<file path="src/rtl/vend_coin_sched.sv">
// Coin-slot front end for the vending seller: round-robin grant of one coin per
// transaction, seller response capture, and one-at-a-time $1 change payout.
module vend_coin_sched #(
  parameter int GAP_CYCLES  = 2,
  parameter int HOP_TIMEOUT = 255,
  parameter int CNT_W       = 8
) (
  input  logic             clk,
  input  logic             rst,
  input  logic             req_one,
  input  logic             req_two,
  input  logic             req_five,
  output logic             ack_one,
  output logic             ack_two,
  output logic             ack_five,
  output logic             one,
  output logic             two,
  output logic             five,
  input  logic             goods_i,
  input  logic [2:0]       change_i,
  output logic             vend,
  output logic             hop_req,
  input  logic             hop_ack,
  output logic             hop_err,
  output logic             busy,
  output logic [CNT_W-1:0] sales
);

  localparam int TW = (HOP_TIMEOUT > 1) ? $clog2(HOP_TIMEOUT + 1) : 1;
  localparam int GW = (GAP_CYCLES > 1) ? $clog2(GAP_CYCLES) : 1;

  typedef enum logic [2:0] {
    S_IDLE, S_ISSUE, S_PAY, S_PAY_GAP, S_GAP
  } state_e;

  localparam logic [1:0] SL_ONE  = 2'd0;
  localparam logic [1:0] SL_TWO  = 2'd1;
  localparam logic [1:0] SL_FIVE = 2'd2;

  state_e           state_q, state_d;
  logic [1:0]       grant_q, grant_d;
  logic [1:0]       ptr_q, ptr_d;
  logic [2:0]       pay_q, pay_d;
  logic [TW-1:0]    timer_q, timer_d;
  logic [GW-1:0]    gap_q, gap_d;
  logic             vend_q, vend_d;
  logic             err_q, err_d;
  logic [CNT_W-1:0] sales_q, sales_d;
  logic [2:0]       req_vec;

  function automatic logic [1:0] next_slot(input logic [1:0] s);
    next_slot = (s == SL_FIVE) ? SL_ONE : s + 2'd1;
  endfunction

  // First requesting slot at or after the pointer, wrapping ONE -> TWO -> FIVE.
  function automatic logic [1:0] rr_pick(input logic [1:0] ptr, input logic [2:0] req);
    logic [1:0] idx;
    logic       found;
    rr_pick = ptr;
    idx     = ptr;
    found   = 1'b0;
    for (int i = 0; i < 3; i++) begin
      if (!found && req[idx]) begin
        rr_pick = idx;
        found   = 1'b1;
      end
      idx = next_slot(idx);
    end
  endfunction

  assign req_vec = {req_five, req_two, req_one};

  always_ff @(posedge clk or posedge rst) begin
    if (rst) begin
      state_q <= S_IDLE;
      grant_q <= SL_ONE;
      ptr_q   <= SL_ONE;
      pay_q   <= '0;
      timer_q <= '0;
      gap_q   <= '0;
      vend_q  <= 1'b0;
      err_q   <= 1'b0;
      sales_q <= '0;
    end else begin
      state_q <= state_d;
      grant_q <= grant_d;
      ptr_q   <= ptr_d;
      pay_q   <= pay_d;
      timer_q <= timer_d;
      gap_q   <= gap_d;
      vend_q  <= vend_d;
      err_q   <= err_d;
      sales_q <= sales_d;
    end
  end

  always_comb begin
    state_d = state_q;
    grant_d = grant_q;
    ptr_d   = ptr_q;
    pay_d   = pay_q;
    timer_d = timer_q;
    gap_d   = gap_q;
    vend_d  = 1'b0;
    err_d   = err_q;
    sales_d = sales_q;
    unique case (state_q)
      S_IDLE: begin
        if (|req_vec) begin
          grant_d = rr_pick(ptr_q, req_vec);
          ptr_d   = next_slot(grant_d);
          state_d = S_ISSUE;
        end
      end
      S_ISSUE: begin
        // Seller response is combinational off our pulse, so it is valid now.
        vend_d = goods_i;
        if (goods_i) sales_d = sales_q + 1'b1;
        if (change_i != 3'd0) begin
          pay_d   = change_i;
          timer_d = '0;
          state_d = S_PAY;
        end else begin
          gap_d   = '0;
          state_d = S_GAP;
        end
      end
      S_PAY: begin
        if (hop_ack) begin
          pay_d   = pay_q - 3'd1;
          timer_d = '0;
          if (pay_q == 3'd1) begin
            gap_d   = '0;
            state_d = S_GAP;
          end else begin
            state_d = S_PAY_GAP;
          end
        end else if (timer_q == TW'(HOP_TIMEOUT - 1)) begin
          err_d   = 1'b1;
          pay_d   = '0;
          timer_d = '0;
          gap_d   = '0;
          state_d = S_GAP;
        end else begin
          timer_d = timer_q + 1'b1;
        end
      end
      S_PAY_GAP: begin
        timer_d = '0;
        state_d = S_PAY;
      end
      S_GAP: begin
        if (gap_q == GW'(GAP_CYCLES - 1)) begin
          gap_d   = '0;
          state_d = S_IDLE;
        end else begin
          gap_d = gap_q + 1'b1;
        end
      end
      default: state_d = S_IDLE;
    endcase
  end

  // Outputs decode straight from registers so reset clears them immediately.
  assign one      = (state_q == S_ISSUE) && (grant_q == SL_ONE);
  assign two      = (state_q == S_ISSUE) && (grant_q == SL_TWO);
  assign five     = (state_q == S_ISSUE) && (grant_q == SL_FIVE);
  assign ack_one  = one;
  assign ack_two  = two;
  assign ack_five = five;
  assign hop_req  = (state_q == S_PAY);
  assign busy     = (state_q != S_IDLE);
  assign vend     = vend_q;
  assign hop_err  = err_q;
  assign sales    = sales_q;

endmodule

</file>
<file path="config.mk">
export PLATFORM = sky130hd
export DESIGN_NAME = vend_coin_sched
export DESIGN_NICKNAME = d
export VERILOG_FILES = /design/src/rtl/vend_coin_sched.sv
export SDC_FILE = /design/constraint.sdc
export NUM_CORES = 1
export LEC_CHECK = 0
export BUFFER_PORTS_ARGS = -buffer_cell sky130_fd_sc_hd__buf_2
export CAP_MARGIN = 20
export CORE_MARGIN = 4
export CORE_UTILIZATION = 55
export CTS_CLUSTER_SIZE = 12
export DETAILED_ROUTE_END_ITERATION = 7
export GPL_TIMING_DRIVEN = 0
export PLACE_DENSITY = 0.88
export SYNTH_ARGS = -nofsm -noshare
export SYNTH_HDL_FRONTEND = slang
export SYNTH_SLANG_ARGS = --single-unit
export TNS_END_PERCENT = 20
</file>
<file path="constraint.sdc">
create_clock -name clk -period 2 [get_ports clk]
set_input_delay 0 -clock clk [delete_from_list [all_inputs] [get_ports clk]]
set_output_delay 0 -clock clk [all_outputs]
set_load 0.05 [all_outputs]
</file>
# After elaboration in Yosys (flattened, before gate mapping)
# Cells that the tools add are included.
[classes]
add_sub_neg = 7
div_mod_pow = 0
n_mux = 41
n_bitwise = 1
eq_ne = 17
reduce_logical = 22
n_lt_le_gt_ge = 3
shift = 0
n_mul = 0
[op_table]
columns = ["op", "count"]
rows = [
  ["$mux 3", 9],
  ["$mux 8", 3],
  ["$pmux 8 s3", 1],
  ["$add 8x1->8 const B", 2],
  ["$mux 1", 15],
  ["$pmux 3 s5", 1],
  ["$mux 2", 7],
  ["$reduce_bool 3->1", 4],
  ["$lt 2x3->1 const B", 3],
  ["$reduce_and 3->1", 3],
  ["$eq 2x2->1 const B", 4],
  ["$eq 8x8->1 const B", 1],
  ["$ne 2x2->1 const B", 4],
  ["$add 2x1->2 const B", 3],
  ["$bmux 1 s2", 3],
  ["$eq 3x1->1 const B", 2],
  ["$eq 3x2->1 const B", 2],
  ["$pmux 3 s2", 1],
  ["$reduce_and 2->1", 3],
  ["$logic_and 1x1->1", 5],
  ["$reduce_and 4->1", 1],
  ["$eq 3x3->1 const B", 1],
  ["$logic_not 3->1", 1],
  ["$ne 3x1->1 const B", 1],
  ["other kinds (10)", 11],
]
[totals]
latch_bits = 0
wordCells = 100
inputBits = 10
romBits = 0
regBits = 29
ramBits = 0
memories = 0
out_inout_bits = 18

# Longest topological paths before layout
# Gate-level depths: netlist of run 1.
[logic_depth]
word_depth = 17
ltp_mapped = 7
mapped_depth_nobuf = 6

# Worst setup path before layout of run 1
# OpenSTA, ideal clock, no wires.
[synth_path]
path_kind = "register to output"
start = "register state_q[2]"
end = "output five"
required_ns = 2.000
path_stages_with_launch = 6
slack_ns = -0.469
t_arrival_ns = 2.469
path_buffers = 2
path_cell_list = "dfrtp_1 -> clkbuf_1 -> nor2_1 -> nand2_1 -> nor3b_1 -> buf_4"
[synth_via]
elab_chain_cells = 2
[synth_lines]
columns = ["element", "line_no", "rtl"]
rows = [
  ["start, declared", "40", "state_e state_q, state_d;"],
  ["start signal, assigned", "85", "state_q <= state_d;"],
  ["$eq 3x1->1", "167", "assign five = (state_q == S_ISSUE) && (grant_q == SL_FIVE);"],
  ["$logic_and 1x1->1", "167", ""],
  ["end, declared", "18", "output logic five,"],
]
# No other way between the ends.

# Worst setup path after layout of run 1
[layout_path]
start = "register state_q[1]"
end = "output five"
# Same word-level chain as after synthesis.

==> impl_summary.log, run 1 <==
INFO  metric run_status = completed
INFO  metric floorplan.die_area = approximately 4000 sq um
INFO  metric predominant_post_synthesis_flop_cell = sky130_fd_sc_hd__dfrtp_1
INFO  metric hold_viol = 0
INFO  metric overflow_left_after_global_routing = 0
INFO  metric cap_viol_max_count = 0
INFO  metric finalWorstPathRequiredPeriod = approximately 1.9 ns
INFO  metric clock_insertion_delay_worst_skew = 0.32 ns
INFO  metric design_area = between 1500 and 2000 sq um
INFO  metric grt_first_pass_wirelength = 5710 um
INFO  metric dr.pass1.iters = 4
INFO  metric most_repeated_cell_in_the_gate_level_netlist_after_synthesis = sky130_fd_sc_hd__dfrtp_1
INFO  metric async_flop_share = 100%
INFO  metric power_density = around 1400 nW/um^2
INFO  metric min-delay-start = change_i[1]
INFO  metric number_of_synthesized_flops_with_an_enable_pin = 0
INFO  metric power_dissipated_by_switching_net_loads = roughly 1.3 mW
INFO  metric tritoncts = built
INFO  metric cts_buffer_count = 5
INFO  metric power.share.combinational = 52.0%
INFO  metric grt_antenna_before_repair = 0
INFO  metric worst_hold_path_type = input port to flop
INFO  metric worst_r2r_startpoint = state_q[2]
INFO  metric leading_cell_types_by_total_area_after_synthesis = sky130_fd_sc_hd__dfrtp_1 44%, sky130_fd_sc_hd__ha_1 3.8%, sky130_fd_sc_hd__xnor2_1 3.7%
INFO  metric core_area = 2830 sq um
INFO  metric grt_max_degree = 30
INFO  metric cell_area_reported_after_detailed_placement = around 1800 sq um
INFO  metric maxSlewHeadroom = between 60% and 70%
INFO  metric fillerInstances = roughly 230
INFO  metric layout-drive-gt1-share = between 20 and 25%
INFO  metric post_synth_num_cell_types = 50
INFO  metric cts_root_buf = sky130_fd_sc_hd__clkbuf_4
INFO  metric dr.first_iter.drc_count = between 60 and 70
INFO  metric fraction_of_the_cycle_the_final_worst_path_needs = around 95%
INFO  metric site_row_count = 19
INFO  metric grt_setup_unrepaired = yes
INFO  metric seqPwrFrac = between 30% and 40%
INFO  metric whs_path_depth = 3
INFO  metric vdd.ir_drop.worst = 0.948 mV
INFO  metric timing.rr.end = timer_q[5]
INFO  metric synth.net_count = 190
INFO  metric cell_internal_pwr = about 1.4 mW
INFO  metric antennaDiodeCount = 0
INFO  metric io_pins = 28
INFO  metric num-nets-final = between 200 and 250
INFO  metric dp_hpwl = around 2400 um
INFO  metric worstPathArrival = 1.91 ns
INFO  metric initial_cell_density_of_the_core = 58.8%
INFO  metric netlist_area = ~1700 sq um
INFO  metric cp.required = 2.00 ns
INFO  metric final_antenna_net_count = 0
INFO  metric max_slew.worst_pin.slew = between 0.5 and 0.6 ns
INFO  metric worst_reg2reg_path_depth = 4
INFO  metric port_buffers = 25
INFO  metric yosys_warnings = 0
INFO  metric worstPathMaxFanout = 10
INFO  metric total_leakage_power = 0.912 nW
INFO  metric crit_path_end_kind = output pin
INFO  metric grt_usage = 18.1%
INFO  metric via_count = 1,421
INFO  metric post-synth-top-area-fraction = 43.6%
INFO  metric clkSinkCount = 29
INFO  metric max_freq = 525 MHz
INFO  metric setup-violations-final = 0
INFO  metric post_cts_setup_inserts = 0
INFO  metric synth.avg_cell_area = ~9.5 sq um
INFO  metric synth_area_leader_cell = sky130_fd_sc_hd__dfrtp_1
INFO  metric synthesis.instances = between 150 and 200
INFO  metric vias_per_instance = slightly below 6
INFO  metric total_power = roughly 2.7 mW
INFO  metric critical_path_class = flop to output pin
INFO  metric power.switching_fraction = 47.4%
INFO  metric worstHoldEndpoint = pay_q[1]
INFO  metric routed_wl = about 3500 um
INFO  metric clk_pin_slew = about 0.090 ns
INFO  metric setup.worst_path.start_class = flop
INFO  metric clock_power_share = 13.2%
INFO  metric clock_skew = between 0.008 and 0.009 ns
INFO  metric timing_max_transition_violations_final = 0
INFO  metric regToRegSetupSlack = around 0.19 ns
INFO  metric floorplan.die.width = 63.0 um
INFO  metric tns = 0 ns
INFO  metric yosys_reg_bits = 29
INFO  metric synth-seq-area-share = between 40% and 50%
INFO  metric detail_route.drc_violations = 0
INFO  metric max-clock-path-buffers = 2
INFO  metric grt_pass1_vias = 1,292
INFO  metric area_growth = 16.4%
INFO  metric globalplace.congestion = between 0.8 and 0.9
INFO  metric route.detailed.wl_per_inst = between 10 and 15 um
INFO  metric ctsHtreeMaxLevel = 2
INFO  metric die_h = ~63 um
INFO  metric whs = 0.0211 ns
INFO  metric synth_top_cells_by_count = 29 x sky130_fd_sc_hd__dfrtp_1, 15 x sky130_fd_sc_hd__nand2_1, 12 x sky130_fd_sc_hd__o21ai_0, 10 x sky130_fd_sc_hd__a21oi_1, 10 x sky130_fd_sc_hd__inv_1
power groups by stage:
stage / combinational [mW] / sequential [mW] / clock [mW]
final: 1.40 / 0.934 / 0.354
after floorplan: 0.963 / 1.03 / 0
after detailed placement: 1.36 / 0.924 / 0
after global routing: 1.53 / 0.960 / 0.389
after CTS: 1.38 / 0.911 / 0.361
after global placement: 1.33 / 0.918 / 0
worst max-delay path by stage:
stage | from | to | cells past startpoint
global placement | timer_q[0] | pay_q[0] | 6
finish | state_q[1] | five | 7
CTS | state_q[2] | five | 6
floorplan | state_q[2] | five | 5
global route | state_q[1] | five | 7
detailed placement | timer_q[0] | pay_q[0] | 6
cell type report:
type | instances | area (sq um) | share of cell area (%)
Clock buffer | 7 | 55.1 | 2.84
Sequential cell | 29 | 726 | 37.5
Multi-Input combinational cell | 123 | 832 | 43.0
Buffer | 11 | 73.8 | 3.81
Tap cell | 31 | 38.8 | 2.00
Inverter | 11 | 41.3 | 2.13
Timing Repair Buffer | 27 | 170 | 8.79
through the flow:
stage | utilization [%] | setup slack [ns] | instances
2_1_floorplan | - | -0.469 | 175
4_1_cts | 67.1 | 0.000492 | 239
3_5_place_dp | 64.6 | 0.288 | 231
6_report | 68.5 | 0.0942 | 239
5_1_grt | 68.5 | -0.0554 | 239
3_3_place_gp | 64.6 | 0.308 | 231
critical path: stages (launching register included):
cell and delay [ns]:
sky130_fd_sc_hd__dfrtp_1 0.38, sky130_fd_sc_hd__buf_6 0.13, sky130_fd_sc_hd__buf_2 0.18, sky130_fd_sc_hd__nor2_2 0.16, sky130_fd_sc_hd__nand2_1 0.16, sky130_fd_sc_hd__nor3b_2 0.26
sky130_fd_sc_hd__buf_4 0.14, sky130_fd_sc_hd__buf_4 0.18
layout by cell type, fill, tap and decap left out, types with 2 or more instances in the layout:
cell	instances
sky130_fd_sc_hd__xnor2_1	7
sky130_fd_sc_hd__nand3b_1	2
sky130_fd_sc_hd__a22o_1	2
sky130_fd_sc_hd__a21o_1	2
sky130_fd_sc_hd__clkbuf_4	6
sky130_fd_sc_hd__mux2i_1	4
sky130_fd_sc_hd__buf_6	2
sky130_fd_sc_hd__nor2_1	8
sky130_fd_sc_hd__nor3b_2	3
sky130_fd_sc_hd__inv_1	10
sky130_fd_sc_hd__clkbuf_1	4
sky130_fd_sc_hd__buf_2	24
sky130_fd_sc_hd__dfrtp_1	29
sky130_fd_sc_hd__o21ai_1	4
sky130_fd_sc_hd__a21oi_1	10
sky130_fd_sc_hd__and3_1	3
sky130_fd_sc_hd__buf_4	6
sky130_fd_sc_hd__o21ai_0	12
sky130_fd_sc_hd__nand3_1	5
sky130_fd_sc_hd__nor3_1	5
sky130_fd_sc_hd__nand4_1	3
sky130_fd_sc_hd__nand2_1	15
sky130_fd_sc_hd__nand2b_1	2
sky130_fd_sc_hd__a31oi_1	5
sky130_fd_sc_hd__ha_1	5
metal layers:
metal  routed length, um  track usage (%)
met1                1490             22.5
met2                1690             28.7
met3                 216             5.22
met4                  78             8.26
met5                   0                0
cell families after synthesis:
| logic type | share of synthesized area (%) |
|---|---|
| multiplexers | 3.76 |
| buffers and inverters | 7.14 |
| AND/OR/NAND/NOR | 18.9 |
| adder cells (fa/ha/maj) | 3.76 |
| AO/OA/AOI/OAI | 18.6 |
| XOR/XNOR | 4.21 |
| flip-flops | 43.6 |
state kept, by name, indices dropped and copies added, names as in the netlist:
name     count
sales        8
timer_q      8
pay_q        3
state_q      3
grant_q      2
ptr_q        2
gap_q        1
hop_err      1
vend         1
what timing repair did:
item	CTS	global route
cloned	0	0
hold buffers	1	0
hold endpoints to repair	29	0
resized for setup	2	4
pin swaps	0	0
setup endpoints to repair	2	6
Power figures use the tool's default switching activity.
==> run 2: changes to the inputs <==
Settings changed: PLACE_DENSITY 0.88 to unset, PLACE_DENSITY_LB_ADDON set to 0.3, TNS_END_PERCENT 20 to unset.
==> run 2 against run 1 <==
Compared with the run above: clock power rose by 4%; highest routed layer unchanged; utilization rose by 0.27 points; count of clock-buffer cells in the layout fell by 2; cell count rose by 0.84%; total power fell by 0.40%; final area rose by 0.39%; sequential share of layout area fell by 0.14 points; largest power group unchanged; largest cell class unchanged; die area did not move; hold slack got worse by 0.012 ns; worst setup slack improved by 0.034 ns; first-iteration DRC count rose by 30%.
==> impl_summary.log, run 2 (synthesis gave the netlist of run 1 again) <==
INFO  metric antennaDiodeCount = 0
INFO  metric critical_path_class = flop to output pin
INFO  metric ctsHtreeMaxLevel = 2
INFO  metric clock_insertion_delay_worst_skew = 0.36 ns
INFO  metric num-nets-final = roughly 220
INFO  metric site_row_count = 19
INFO  metric max_slew.worst_pin.slew = 0.499 ns
INFO  metric clk_pin_slew = ~0.10 ns
INFO  metric power_density = 1380 nW/um^2
INFO  metric mostFrequentLayoutCell = sky130_fd_sc_hd__dfrtp_1
INFO  metric worstPathArrival = 1.87 ns
INFO  metric floorplan.die.width = about 63 um
INFO  metric crit_path_end_kind = output pin
INFO  metric setup.worst_path.start_class = flop
INFO  metric grt_max_degree = 30
INFO  metric grt_pass1_vias = roughly 1,400
INFO  metric die_h = 63.0 um
INFO  metric max_freq = ~530 MHz
INFO  metric final_cell_mix = 29 x sky130_fd_sc_hd__dfrtp_1, 24 x sky130_fd_sc_hd__buf_2, 15 x sky130_fd_sc_hd__nand2_1
INFO  metric design_area = ~2000 sq um
INFO  metric cell_by_cell_trace_of_the_critical_path = buf_6, buf_2, nor2_1, nand2_1, nor3_1, buf_4, clkbuf_4
INFO  metric worstPathMaxFanout = 10
INFO  metric final_antenna_net_count = 0
INFO  metric worst_path_dominant_cell_family = buffers and inverters
INFO  metric dp_hpwl = ~2600 um
INFO  metric globalplace.congestion = around 0.80
INFO  metric regToRegSetupSlack = ~0.19 ns
INFO  metric timing_max_transition_violations_final = 0
INFO  metric cp_num_buf_inv = 4
INFO  metric vias_per_instance = ~6.0
INFO  metric cts_root_buf = sky130_fd_sc_hd__clkbuf_4
INFO  metric maxSlewHeadroom = 66.5%
INFO  metric grt_usage = about a fifth
INFO  metric critical_path.slowest_cell = sky130_fd_sc_hd__dfrtp_1
INFO  metric cp.required = roughly 2.0 ns
INFO  metric tns = 0 ns
INFO  metric via_count = 1,439
INFO  metric final_core_utilization = just under 70%
INFO  metric cell_area_reported_after_detailed_placement = 1830 sq um
INFO  metric setup-violations-final = 0
INFO  metric critical-path-max-stage-delay = 0.38 ns
INFO  metric layout-drive-gt1-share = 24.3%
INFO  metric io_pins = 28
INFO  metric clkSinkCount = 29
INFO  metric grt_antenna_before_repair = 0
INFO  metric fillerInstances = roughly 220
INFO  metric floorplan.die_area = slightly below 4000 sq um
INFO  metric overflow_left_after_global_routing = 0
INFO  metric grt_setup_unrepaired = yes
INFO  metric cts_buffer_count = 5
INFO  metric dr.pass1.iters = 4
INFO  metric vdd.ir_drop.worst = about 0.80 mV
INFO  metric clock_skew = 0.0158 ns
INFO  metric dr.first_iter.drc_count = 90
INFO  metric fraction_of_the_cycle_the_final_worst_path_needs = around 94%
INFO  metric routed_wl = about 3600 um
INFO  metric max-clock-path-buffers = 2
INFO  metric core_area = 2830 sq um
INFO  metric total_leakage_power = about 0.92 nW
INFO  metric finalWorstPathRequiredPeriod = around 1.9 ns
INFO  metric route.detailed.wl_per_inst = about 15 um
INFO  metric grt_first_pass_wirelength = between 6000 and 7000 um
INFO  metric hold_viol = 0
INFO  metric detail_route.drc_violations = 0
INFO  metric worst_hold_path_type = input port to flop
INFO  metric port_buffers = 25
INFO  metric tritoncts = built
INFO  metric area_growth = 16.8%
INFO  metric cap_viol_max_count = 0
INFO  metric initial_cell_density_of_the_core = between 50% and 60%
INFO  metric run_status = completed
[run 2: area by class of cell]
class / count / area, sq um / area share, %
Clock buffer: 5 / 37.5 / 1.93
Inverter: 11 / 41.3 / 2.12
Timing Repair Buffer: 28 / 180 / 9.27
Multi-Input combinational cell: 123 / 830 / 42.7
Tap cell: 31 / 38.8 / 1.99
Buffer: 11 / 73.8 / 3.80
Sequential cell: 29 / 726 / 37.3
Clock inverter: 3 / 17.5 / 0.901
[run 2: worst min-delay path: cells and delay by family]
family / cells / cell delay (ns)
AOI/OAI and AO/OA: 2 / 0.18
buffers and inverters: 1 / 0.10
and+or+nand+nor: 1 / 0.05
[run 2: timing repair]
action	CTS	global route
gates resized for setup	1	4
buffers inserted	0	0
endpoints found under the setup margin	2	3
hold buffers	2	0
hold endpoints to repair	30	0
[run 2: layer usage]
layer / global-route usage [%] / part of all wire (%)
met5: 0 / 0
met4: 12.9 / 2.8
met3: 4.68 / 4.6
met2: 32.4 / 50
met1: 22.5 / 42
[run 2: final timing paths]
check                            startpoint    endpoint  cells after the start
worst max-delay path             state_q[1]         one                      7
worst min-delay path            change_i[2]    pay_q[2]                      4
worst max register to register   state_q[2]  timer_q[5]                      4
worst min register to register      hop_err     hop_err                      1
max in group asynchronous               rst  state_q[0]                      4
min in group asynchronous               rst     hop_err                      3
[run 2: report_power, final]
part	internal (mW)	total, mW	switching [mW]
clock	0.132	0.368	0.236
combinational	0.497	1.38	0.885
sequential	0.750	0.924	0.174
total	1.38	2.67	1.30
[run 2: per-stage QoR]
stage	hold WS, ns	setup slack [ns]	cells	total power, mW
floorplan	0.0781	-0.469	175	2.00
global placement	0.305	0.315	231	2.23
detailed placement	0.315	0.260	231	2.30
CTS	0.00337	0.0538	240	2.66
global route	0.0386	-0.0614	241	2.88
finish	0.00933	0.128	241	2.67
